--- src/rtl/median_pkg.sv ---
// Shared types for the median output path: default lane geometry,
// sequencer state encoding and the packed lane bundle.
package median_pkg;

    localparam int DEF_LANES  = 4;
    localparam int DEF_DATA_W = 8;

    typedef enum logic {
        IDLE = 1'b0,
        EMIT = 1'b1
    } state_t;

    // Lane k occupies bits [k*DEF_DATA_W +: DEF_DATA_W]
    typedef logic [DEF_LANES-1:0][DEF_DATA_W-1:0] bundle_t;

endpackage

--- src/rtl/median_bundle_fifo.sv ---
// DEPTH-entry bundle buffer with full/empty/count and a look-ahead port
// exposing the low PEEK_W bits of the entry that becomes head after a pop.
module median_bundle_fifo #(
    parameter int WIDTH  = 32,
    parameter int DEPTH  = 2,
    parameter int PEEK_W = 8
) (
    input  logic                       clk,
    input  logic                       rst_n,
    input  logic                       clear,
    input  logic                       wr_en,
    input  logic [WIDTH-1:0]           wr_data,
    input  logic                       rd_en,
    output logic [WIDTH-1:0]           head_data,
    output logic [PEEK_W-1:0]          next_peek,
    output logic                       full,
    output logic                       empty,
    output logic [$clog2(DEPTH+1)-1:0] count
);

    localparam int PTR_W = $clog2(DEPTH);
    localparam int CNT_W = $clog2(DEPTH+1);
    localparam logic [PTR_W-1:0] PTR_LAST = PTR_W'(DEPTH-1);
    localparam logic [CNT_W-1:0] CNT_FULL = CNT_W'(DEPTH);

    logic [WIDTH-1:0] mem [DEPTH];
    logic [PTR_W-1:0] wr_ptr_reg, rd_ptr_reg, rd_ptr_inc;
    logic [CNT_W-1:0] count_reg;
    logic             do_wr, do_rd;

    // Explicit wrap so DEPTH need not be a power of two
    function automatic logic [PTR_W-1:0] ptr_inc(input logic [PTR_W-1:0] p);
        return (p == PTR_LAST) ? '0 : p + PTR_W'(1);
    endfunction

    assign do_wr = wr_en && !full && !clear;
    assign do_rd = rd_en && !empty && !clear;

    always_ff @(posedge clk) begin
        if (do_wr) mem[wr_ptr_reg] <= wr_data;
    end

    always_ff @(posedge clk or negedge rst_n) begin
        if (!rst_n) begin
            wr_ptr_reg <= '0;
            rd_ptr_reg <= '0;
            count_reg  <= '0;
        end else if (clear) begin
            wr_ptr_reg <= '0;
            rd_ptr_reg <= '0;
            count_reg  <= '0;
        end else begin
            if (do_wr) wr_ptr_reg <= ptr_inc(wr_ptr_reg);
            if (do_rd) rd_ptr_reg <= ptr_inc(rd_ptr_reg);
            case ({do_wr, do_rd})
                2'b10:   count_reg <= count_reg + CNT_W'(1);
                2'b01:   count_reg <= count_reg - CNT_W'(1);
                default: count_reg <= count_reg;
            endcase
        end
    end

    assign rd_ptr_inc = ptr_inc(rd_ptr_reg);
    assign head_data  = mem[rd_ptr_reg];
    // With a single entry the successor is whatever is being written this cycle
    assign next_peek  = (count_reg > CNT_W'(1)) ? mem[rd_ptr_inc][PEEK_W-1:0]
                                                : wr_data[PEEK_W-1:0];
    assign full       = (count_reg == CNT_FULL);
    assign empty      = (count_reg == '0);
    assign count      = count_reg;

endmodule

--- src/rtl/median_lane_sequencer.sv ---
// Serializes buffered lane bundles onto an AXI-stream pixel output,
// lane0 first, with tlast at each line end and a line-done pulse after it.
module median_lane_sequencer
    import median_pkg::*;
#(
    parameter int LANES       = DEF_LANES,
    parameter int DATA_W      = DEF_DATA_W,
    parameter int LINE_PIXELS = 512,
    parameter int DEPTH       = 2
) (
    input  logic                    axi_clk,
    input  logic                    axi_reset_n,
    input  logic                    i_clear,
    input  logic                    i_lane_valid,
    input  logic [LANES*DATA_W-1:0] i_lane_data,
    output logic                    o_lane_ready,
    output logic [DATA_W-1:0]       o_data,
    output logic                    o_data_valid,
    input  logic                    i_data_ready,
    output logic                    o_last,
    output logic                    o_line_done,
    output logic                    o_busy
);

    localparam int LIDX_W = $clog2(LANES);
    localparam int PIX_W  = $clog2(LINE_PIXELS);
    localparam int CNT_W  = $clog2(DEPTH+1);
    localparam logic [LIDX_W-1:0] LANE_LAST = LIDX_W'(LANES-1);
    localparam logic [PIX_W-1:0]  PIX_LAST  = PIX_W'(LINE_PIXELS-1);

    state_t              state_reg, state_next;
    logic [LIDX_W-1:0]   lane_idx_reg, lane_idx_next, lane_inc;
    logic [PIX_W-1:0]    pix_cnt_reg, pix_cnt_next;
    logic [DATA_W-1:0]   data_reg, data_next;
    logic                valid_reg, valid_next;
    logic                line_done_reg, line_done_next;

    logic [LANES*DATA_W-1:0] head_data;
    logic [DATA_W-1:0]       head_lane [LANES];
    logic [DATA_W-1:0]       next_lane0;
    logic [CNT_W-1:0]        fifo_count;
    logic                    fifo_full, fifo_empty;
    logic                    push, pop, beat_done, more;

    median_bundle_fifo #(
        .WIDTH  (LANES*DATA_W),
        .DEPTH  (DEPTH),
        .PEEK_W (DATA_W)
    ) u_fifo (
        .clk       (axi_clk),
        .rst_n     (axi_reset_n),
        .clear     (i_clear),
        .wr_en     (push),
        .wr_data   (i_lane_data),
        .rd_en     (pop),
        .head_data (head_data),
        .next_peek (next_lane0),
        .full      (fifo_full),
        .empty     (fifo_empty),
        .count     (fifo_count)
    );

    generate
        for (genvar gi = 0; gi < LANES; gi++) begin : g_lane
            assign head_lane[gi] = head_data[gi*DATA_W +: DATA_W];
        end
    endgenerate

    assign push      = i_lane_valid && !fifo_full && !i_clear;
    assign beat_done = valid_reg && i_data_ready;
    // Another bundle is available after the pop, including one arriving now
    assign more      = (fifo_count > CNT_W'(1)) || push;
    assign lane_inc  = lane_idx_reg + LIDX_W'(1);

    always_comb begin
        state_next     = state_reg;
        lane_idx_next  = lane_idx_reg;
        pix_cnt_next   = pix_cnt_reg;
        data_next      = data_reg;
        valid_next     = valid_reg;
        line_done_next = 1'b0;
        pop            = 1'b0;
        if (i_clear) begin
            state_next    = IDLE;
            lane_idx_next = '0;
            pix_cnt_next  = '0;
            valid_next    = 1'b0;
        end else begin
            case (state_reg)
                IDLE: begin
                    if (!fifo_empty) begin
                        data_next     = head_lane[0];
                        valid_next    = 1'b1;
                        lane_idx_next = '0;
                        state_next    = EMIT;
                    end
                end
                EMIT: begin
                    if (beat_done) begin
                        pix_cnt_next   = (pix_cnt_reg == PIX_LAST) ? '0 : pix_cnt_reg + PIX_W'(1);
                        line_done_next = (pix_cnt_reg == PIX_LAST);
                        if (lane_idx_reg == LANE_LAST) begin
                            pop           = 1'b1;
                            lane_idx_next = '0;
                            if (more) begin
                                data_next = next_lane0;
                            end else begin
                                valid_next = 1'b0;
                                state_next = IDLE;
                            end
                        end else begin
                            lane_idx_next = lane_inc;
                            data_next     = head_lane[lane_inc];
                        end
                    end
                end
                default: state_next = IDLE;
            endcase
        end
    end

    always_ff @(posedge axi_clk or negedge axi_reset_n) begin
        if (!axi_reset_n) begin
            state_reg     <= IDLE;
            lane_idx_reg  <= '0;
            pix_cnt_reg   <= '0;
            data_reg      <= '0;
            valid_reg     <= 1'b0;
            line_done_reg <= 1'b0;
        end else begin
            state_reg     <= state_next;
            lane_idx_reg  <= lane_idx_next;
            pix_cnt_reg   <= pix_cnt_next;
            data_reg      <= data_next;
            valid_reg     <= valid_next;
            line_done_reg <= line_done_next;
        end
    end

    assign o_data       = data_reg;
    assign o_data_valid = valid_reg;
    assign o_last       = valid_reg && (pix_cnt_reg == PIX_LAST);
    assign o_line_done  = line_done_reg;
    assign o_lane_ready = !fifo_full;
    assign o_busy       = valid_reg || !fifo_empty;

endmodule
--- config.mk ---
export PLATFORM = sky130hd
export DESIGN_NAME = median_lane_sequencer
export DESIGN_NICKNAME = d
export VERILOG_FILES = /design/src/rtl/median_pkg.sv /design/src/rtl/median_bundle_fifo.sv /design/src/rtl/median_lane_sequencer.sv
export SDC_FILE = /design/constraint.sdc
export NUM_CORES = 1
export LEC_CHECK = 0
export CAP_MARGIN = 15
export CORE_MARGIN = 5
export CORE_UTILIZATION = 40
export DETAILED_ROUTE_END_ITERATION = 10
export SYNTH_ARGS = -nofsm -noshare
export SYNTH_HDL_FRONTEND = slang
export SYNTH_SLANG_ARGS = --single-unit
--- constraint.sdc ---
create_clock -name axi_clk -period 5.16 [get_ports axi_clk]
set_clock_uncertainty 0.05 [all_clocks]
set_input_delay 1.29 -clock axi_clk [delete_from_list [all_inputs] [get_ports axi_clk]]
set_output_delay 1.29 -clock axi_clk [all_outputs]
set_load 0.05 [all_outputs]
* Word level (Yosys, flattened, before mapping)
Memories as Yosys holds them, arrays and structs flattened. Index checks and enable logic that the tools add are counted.
Storage, ports and cells: output and inout port bits 13, register bits 26, memory bits (writable) 64, logic and storage cells 103, memories 1, input bits 37
Cells by class: mux-type cells 47, add/sub/neg operators 6, $lt $le $gt $ge 2, equal/unequal tests 12, reduce and logical (&&, ||, !) cells 23, bitwise logic cells 3
Memories:
- u_fifo.mem | words 2, bits a word 32, read ports 2, clocked after memory_dff 0, wr ports 1, RTL line median_bundle_fifo.sv:26 | logic [WIDTH-1:0] mem [DEPTH];
Operator list (count):
- 2-to-1 mux 8 bit | 7
- 2-to-1 mux 9 bit | 4
- 2-to-1 mux 1 bit | 25
- binary-select mux 8 bit (select 2 bit) | 1
- case mux 8 bit (2 select lines) | 1
- 2-to-1 mux 2 bit | 5
- adder 9 x 1 -> 9 bit (second input constant) | 1
- == test 9 bit (second input constant) | 1
- inequality test 3 bit (second input constant) | 3
- logical AND 1 bit | 8
- case mux 2 bit (2 select lines) | 2
- AND reduction 4 bit | 2
- nonzero test 2 bit | 4
- == test 2 bit (second input constant) | 3
- inequality test 3 x 2 -> 1 bit (second input constant) | 2
- adder 2 x 1 -> 2 bit (second input constant) | 2
- case mux 1 bit (2 select lines) | 2
- AND reduction 2 bit | 2
- >= comparator 3 bit (second input constant) | 1
- logical NOT 1 bit | 3
- inverter 2 -> 3 bit | 1
- nonzero test 3 bit | 1
- adder 1 bit (second input constant) | 2
- == test 2 x 1 -> 1 bit (second input constant) | 1
- other kinds (7) | 9

* Longest topological paths before layout
depth after elaboration 10, mapped depth 10, mapped depth without buffers 9

* Modules after synthesis
A second synthesis with hierarchy kept.
Second synthesis, totals: cells, all modules 302, area, all modules 4219.0 um2
Modules (own cells, without submodules):
- median_bundle_fifo | seq. area each 2021.9 um2, cells an instance 154, area each 2742.6 um2, times used 1
- median_lane_sequencer | seq. area each 550.5 um2, cells an instance 148, area each 1476.4 um2, times used 1

* Least setup slack after synthesis
No wires, ideal clock.
path kind in2reg, start input i_clear, end memory u_fifo.mem[1][0], enable pin, required time 4.642 ns, library setup time 0.468 ns, cell stages on the path 3, path buffers 2, arrival time 4.063 ns, path slack 0.579 ns, cell sequence buf_2 buf_1 nor3b_1
Between the ends: longest elaborated chain between the ends 6
RTL lines:
- start, declared | RTL line median_lane_sequencer.sv:13 | input logic i_clear,
- logical NOT 1 bit (*) | RTL line median_bundle_fifo.sv:36, median_lane_sequencer.sv:69
- logical AND 1 bit | RTL line median_lane_sequencer.sv:69 | assign push = i_lane_valid && !fifo_full && !i_clear;
- logical AND 1 bit | RTL line median_bundle_fifo.sv:36 | assign do_wr = wr_en && !full && !clear;
- logical AND 1 bit (*) | RTL line median_bundle_fifo.sv:36
- 2-to-1 mux 1 bit (*) | RTL line median_bundle_fifo.sv:40 | if (do_wr) mem[wr_ptr_reg] <= wr_data;
- 2-to-1 mux 1 bit (implied by the code) (*) | RTL line median_bundle_fifo.sv:40
- end, declared | RTL line median_bundle_fifo.sv:26
Every way passes the cells marked *; elsewhere a longest branch is shown, timed or not.

* Worst setup path after layout
start register pix_cnt_reg[0], end output o_last
Between the ends: longest elaborated chain between the ends 2
RTL lines:
- start, declared | RTL line median_lane_sequencer.sv:33 | logic [PIX_W-1:0] pix_cnt_reg, pix_cnt_next;
- start signal, assigned | RTL line median_lane_sequencer.sv:133 | pix_cnt_reg <= pix_cnt_next;
- == test 9 bit | RTL line median_lane_sequencer.sv:142 | assign o_last = valid_reg && (pix_cnt_reg == PIX_LAST);
- logical AND 1 bit | RTL line median_lane_sequencer.sv:142
- end, declared | RTL line median_lane_sequencer.sv:20 | output logic o_last,
No other way between the ends.

==> metrics.txt <==
worst setup path class=reg2out; first-pass iteration count of the detailed router=4; met2 Track Usage GR=23.38%; Final Hold Vio Count=0; status=finished, final reports clean; pwr dens=~350 nW/um^2; vias in the first global route=approximately 2.7k; Global Route met1 Usage=about a fifth; critical path launch point type=flop; area share of the largest cell type after synthesis=between 40% and 50%; Worst Hold Slack=454.8 ps; fmax=approximately 240 MHz; Starting Density=approximately 40%; share of cells above drive strength 1=9.589%; max reg flops=64; drc violations=0; CP max FO=7; P&R area growth vs syn=19.67%; CTS tree=built; Rows=37; leading cell type by number of instances after synthesis=edfxtp_1; total power=between 1500 and 2000 uW; post-CTS setup buffer count=0; die area=12520 sq um; RSZ-0062 raised after global routing=false; Leak Pwr=roughly 0.0017 uW; Yosys top cell by area=edfxtp_1; GRT Overall Usage=between 10% and 20%; area of the mapped netlist=4154 sq um; H-tree level count=3; post-synthesis async set-or-reset flop share=between 20% and 30%; Worst EP arrival=approximately 2800 ps; Slew Viols, Final=0; Die W=111.9 microns; crit path time final=between 4000 and 5000 ps; largest net degree at the start of global routing=35; via/cell ratio=approximately 5.2; met3 GRT Util=3.098%; CORE AREA=10230 sq um; EDFF count, synth=64; RePlAce Congestion=0.7324; I/O pin count=50; Fin Setup TNS=0 ps; worst hold path type=reg2reg; Worst EP required=approximately 3800 ps; Worst-path clk slew=~90 ps; DRT iter0 DRCs=about 130; top cells by count, synth=edfxtp_1, mux2i_1, dfrtp_1; post-DR wirelength/cell=roughly 17 microns; crit end category=output port; TritonCTS Buffers=9; initial antenna violation count=0; Slew Limit Headroom=between 30% and 40%; register bit count reported by yosys=90; Final Net Count=between 400 and 500; Worst-Skew Late Latency=between 300 and 400 ps; input/output buffers=a little under 50; CTS Hold Buffers Added=0; Worst-Margin Slew=1050 ps; clock root buffer master=clkbuf_8; fillcell total=885; Die Height=around 110 microns; Post-CTS Resized=0; CP peak stage delay=between 700 and 800 ps; post-synth cell types=40; Setup Viol. Count Final=0; most used flip-flop cell after synthesis=edfxtp_1; Final period util=79.53%; total gr overflow=0; Clock Tree Buf Depth=2; Non-Filler Instances=501; wirelength, routed=8594 microns; antenna viol nets, final=0; # Max-Cap Violations=0; hpwl dp=5581 microns; Syn Area/Cell=~13 sq um; via count=around 2.6k; synth top area cells=edfxtp_1, dfrtp_1, mux2i_1, a22oi_1, mux2_2; register area share after synthesis=between 60% and 70%; Placed Cells=485; slowest cell on the critical path=clkdlybuf4s50_1; CP Cell Sequence=ha_1 -> and3_1 -> and3_1 -> and3_1 -> ha_1 -> and2_1 -> clkdlybuf4s50_1; Syn Inst Count=between 300 and 400; Syn Nets=356; most frequent CP cell=and3_1; Worst IR Drop VDD=0.1703 mV; busiest grt layer=met2; yosys warns=0; clock sinks=90; first-pass GRT wire length=approximately 14000 microns; Antenna Cells=0
path summary, 6_finish.rpt:
| check | startpoint | endpoint | slack (ps) | depth (start not counted) |
|---|---|---|---|---|
| max in group asynchronous | axi_reset_n | lane_idx_reg[0] | 3490 | 2 |
| min reg2reg | pix_cnt_reg[3] | pix_cnt_reg[3] | 450 | 1 |
| min | pix_cnt_reg[3] | pix_cnt_reg[3] | 450 | 1 |
| max reg2reg | u_fifo.rd_ptr_reg | o_data[6] | 2450 | 5 |
| max | pix_cnt_reg[0] | o_last | 1060 | 7 |
| min in group asynchronous | axi_reset_n | o_data[1] | 1270 | 2 |
cells by family after synthesis:
logic type	share of synthesized area, %
flops	61.93
fa+ha+maj	1.807
xor+xnor	0.8433
simple gates	9.367
buf+inv	2.741
mux	13.74
compound gates	9.578
cell type report:
class	instances	area (sq um)	share of cell area, %
clock buffer	10	127.6	2.567
clock inverter	6	90.09	1.812
inverter	3	11.26	0.2265
multi-input combinational	203	1478	29.73
sequential	90	2574	51.77
tap	136	170.2	3.423
timing repair buffer	53	520.5	10.47
layout by cell type, fill, tap and decap left out, drive strengths merged, types with 2 or more instances in the layout:
master / instances
o22ai: 8
clkdlybuf4s50: 49
nor2b: 4
nor3b: 3
dfrtp: 26
nand2: 23
nand3b: 3
buf: 4
mux2i: 48
mux2: 8
and3: 4
and2: 4
nand2b: 4
nand3: 3
clkbuf: 10
a31oi: 2
bufinv: 2
clkinvlp: 2
ha: 6
nor3: 3
a22oi: 16
inv: 4
nand4: 2
edfxtp: 64
nor2: 18
o211ai: 9
xnor2: 4
a21oi: 15
o21ai: 11
per-stage QoR:
step	cell area (sq um)	util [%]	setup WS [ps]
floorplan	4154	-	579.4
global placement	4753	46.46	1486
detailed placement	4753	46.46	1444
CTS	4971	48.59	1023
global route	4971	48.59	829.8
finish	4971	48.59	1056
critical path: cells and delay by family, from the launching register on:
kind | cells | cell delay (ps)
buf+inv | 1 | 790
simple gates | 4 | 720
fa+ha+maj | 2 | 470
flops | 1 | 430
routing by layer:
layer / part of all wire, % / vias to the layer above
met2: 49 / 49
met1: 46 / 1266
li1: - / 1278
met4: 0.66 / 0
met5: 0 / -
met3: 4.6 / 5
power breakdown:
group | leakage, uW | switching [uW] | internal (uW)
Sequential | 0.000928 | 39.5 | 836
Clock | 0.000103 | 248 | 274
Combinational | 0.000639 | 208 | 137
Total | 0.00167 | 495 | 1250
(Power assumes the default switching activity.)
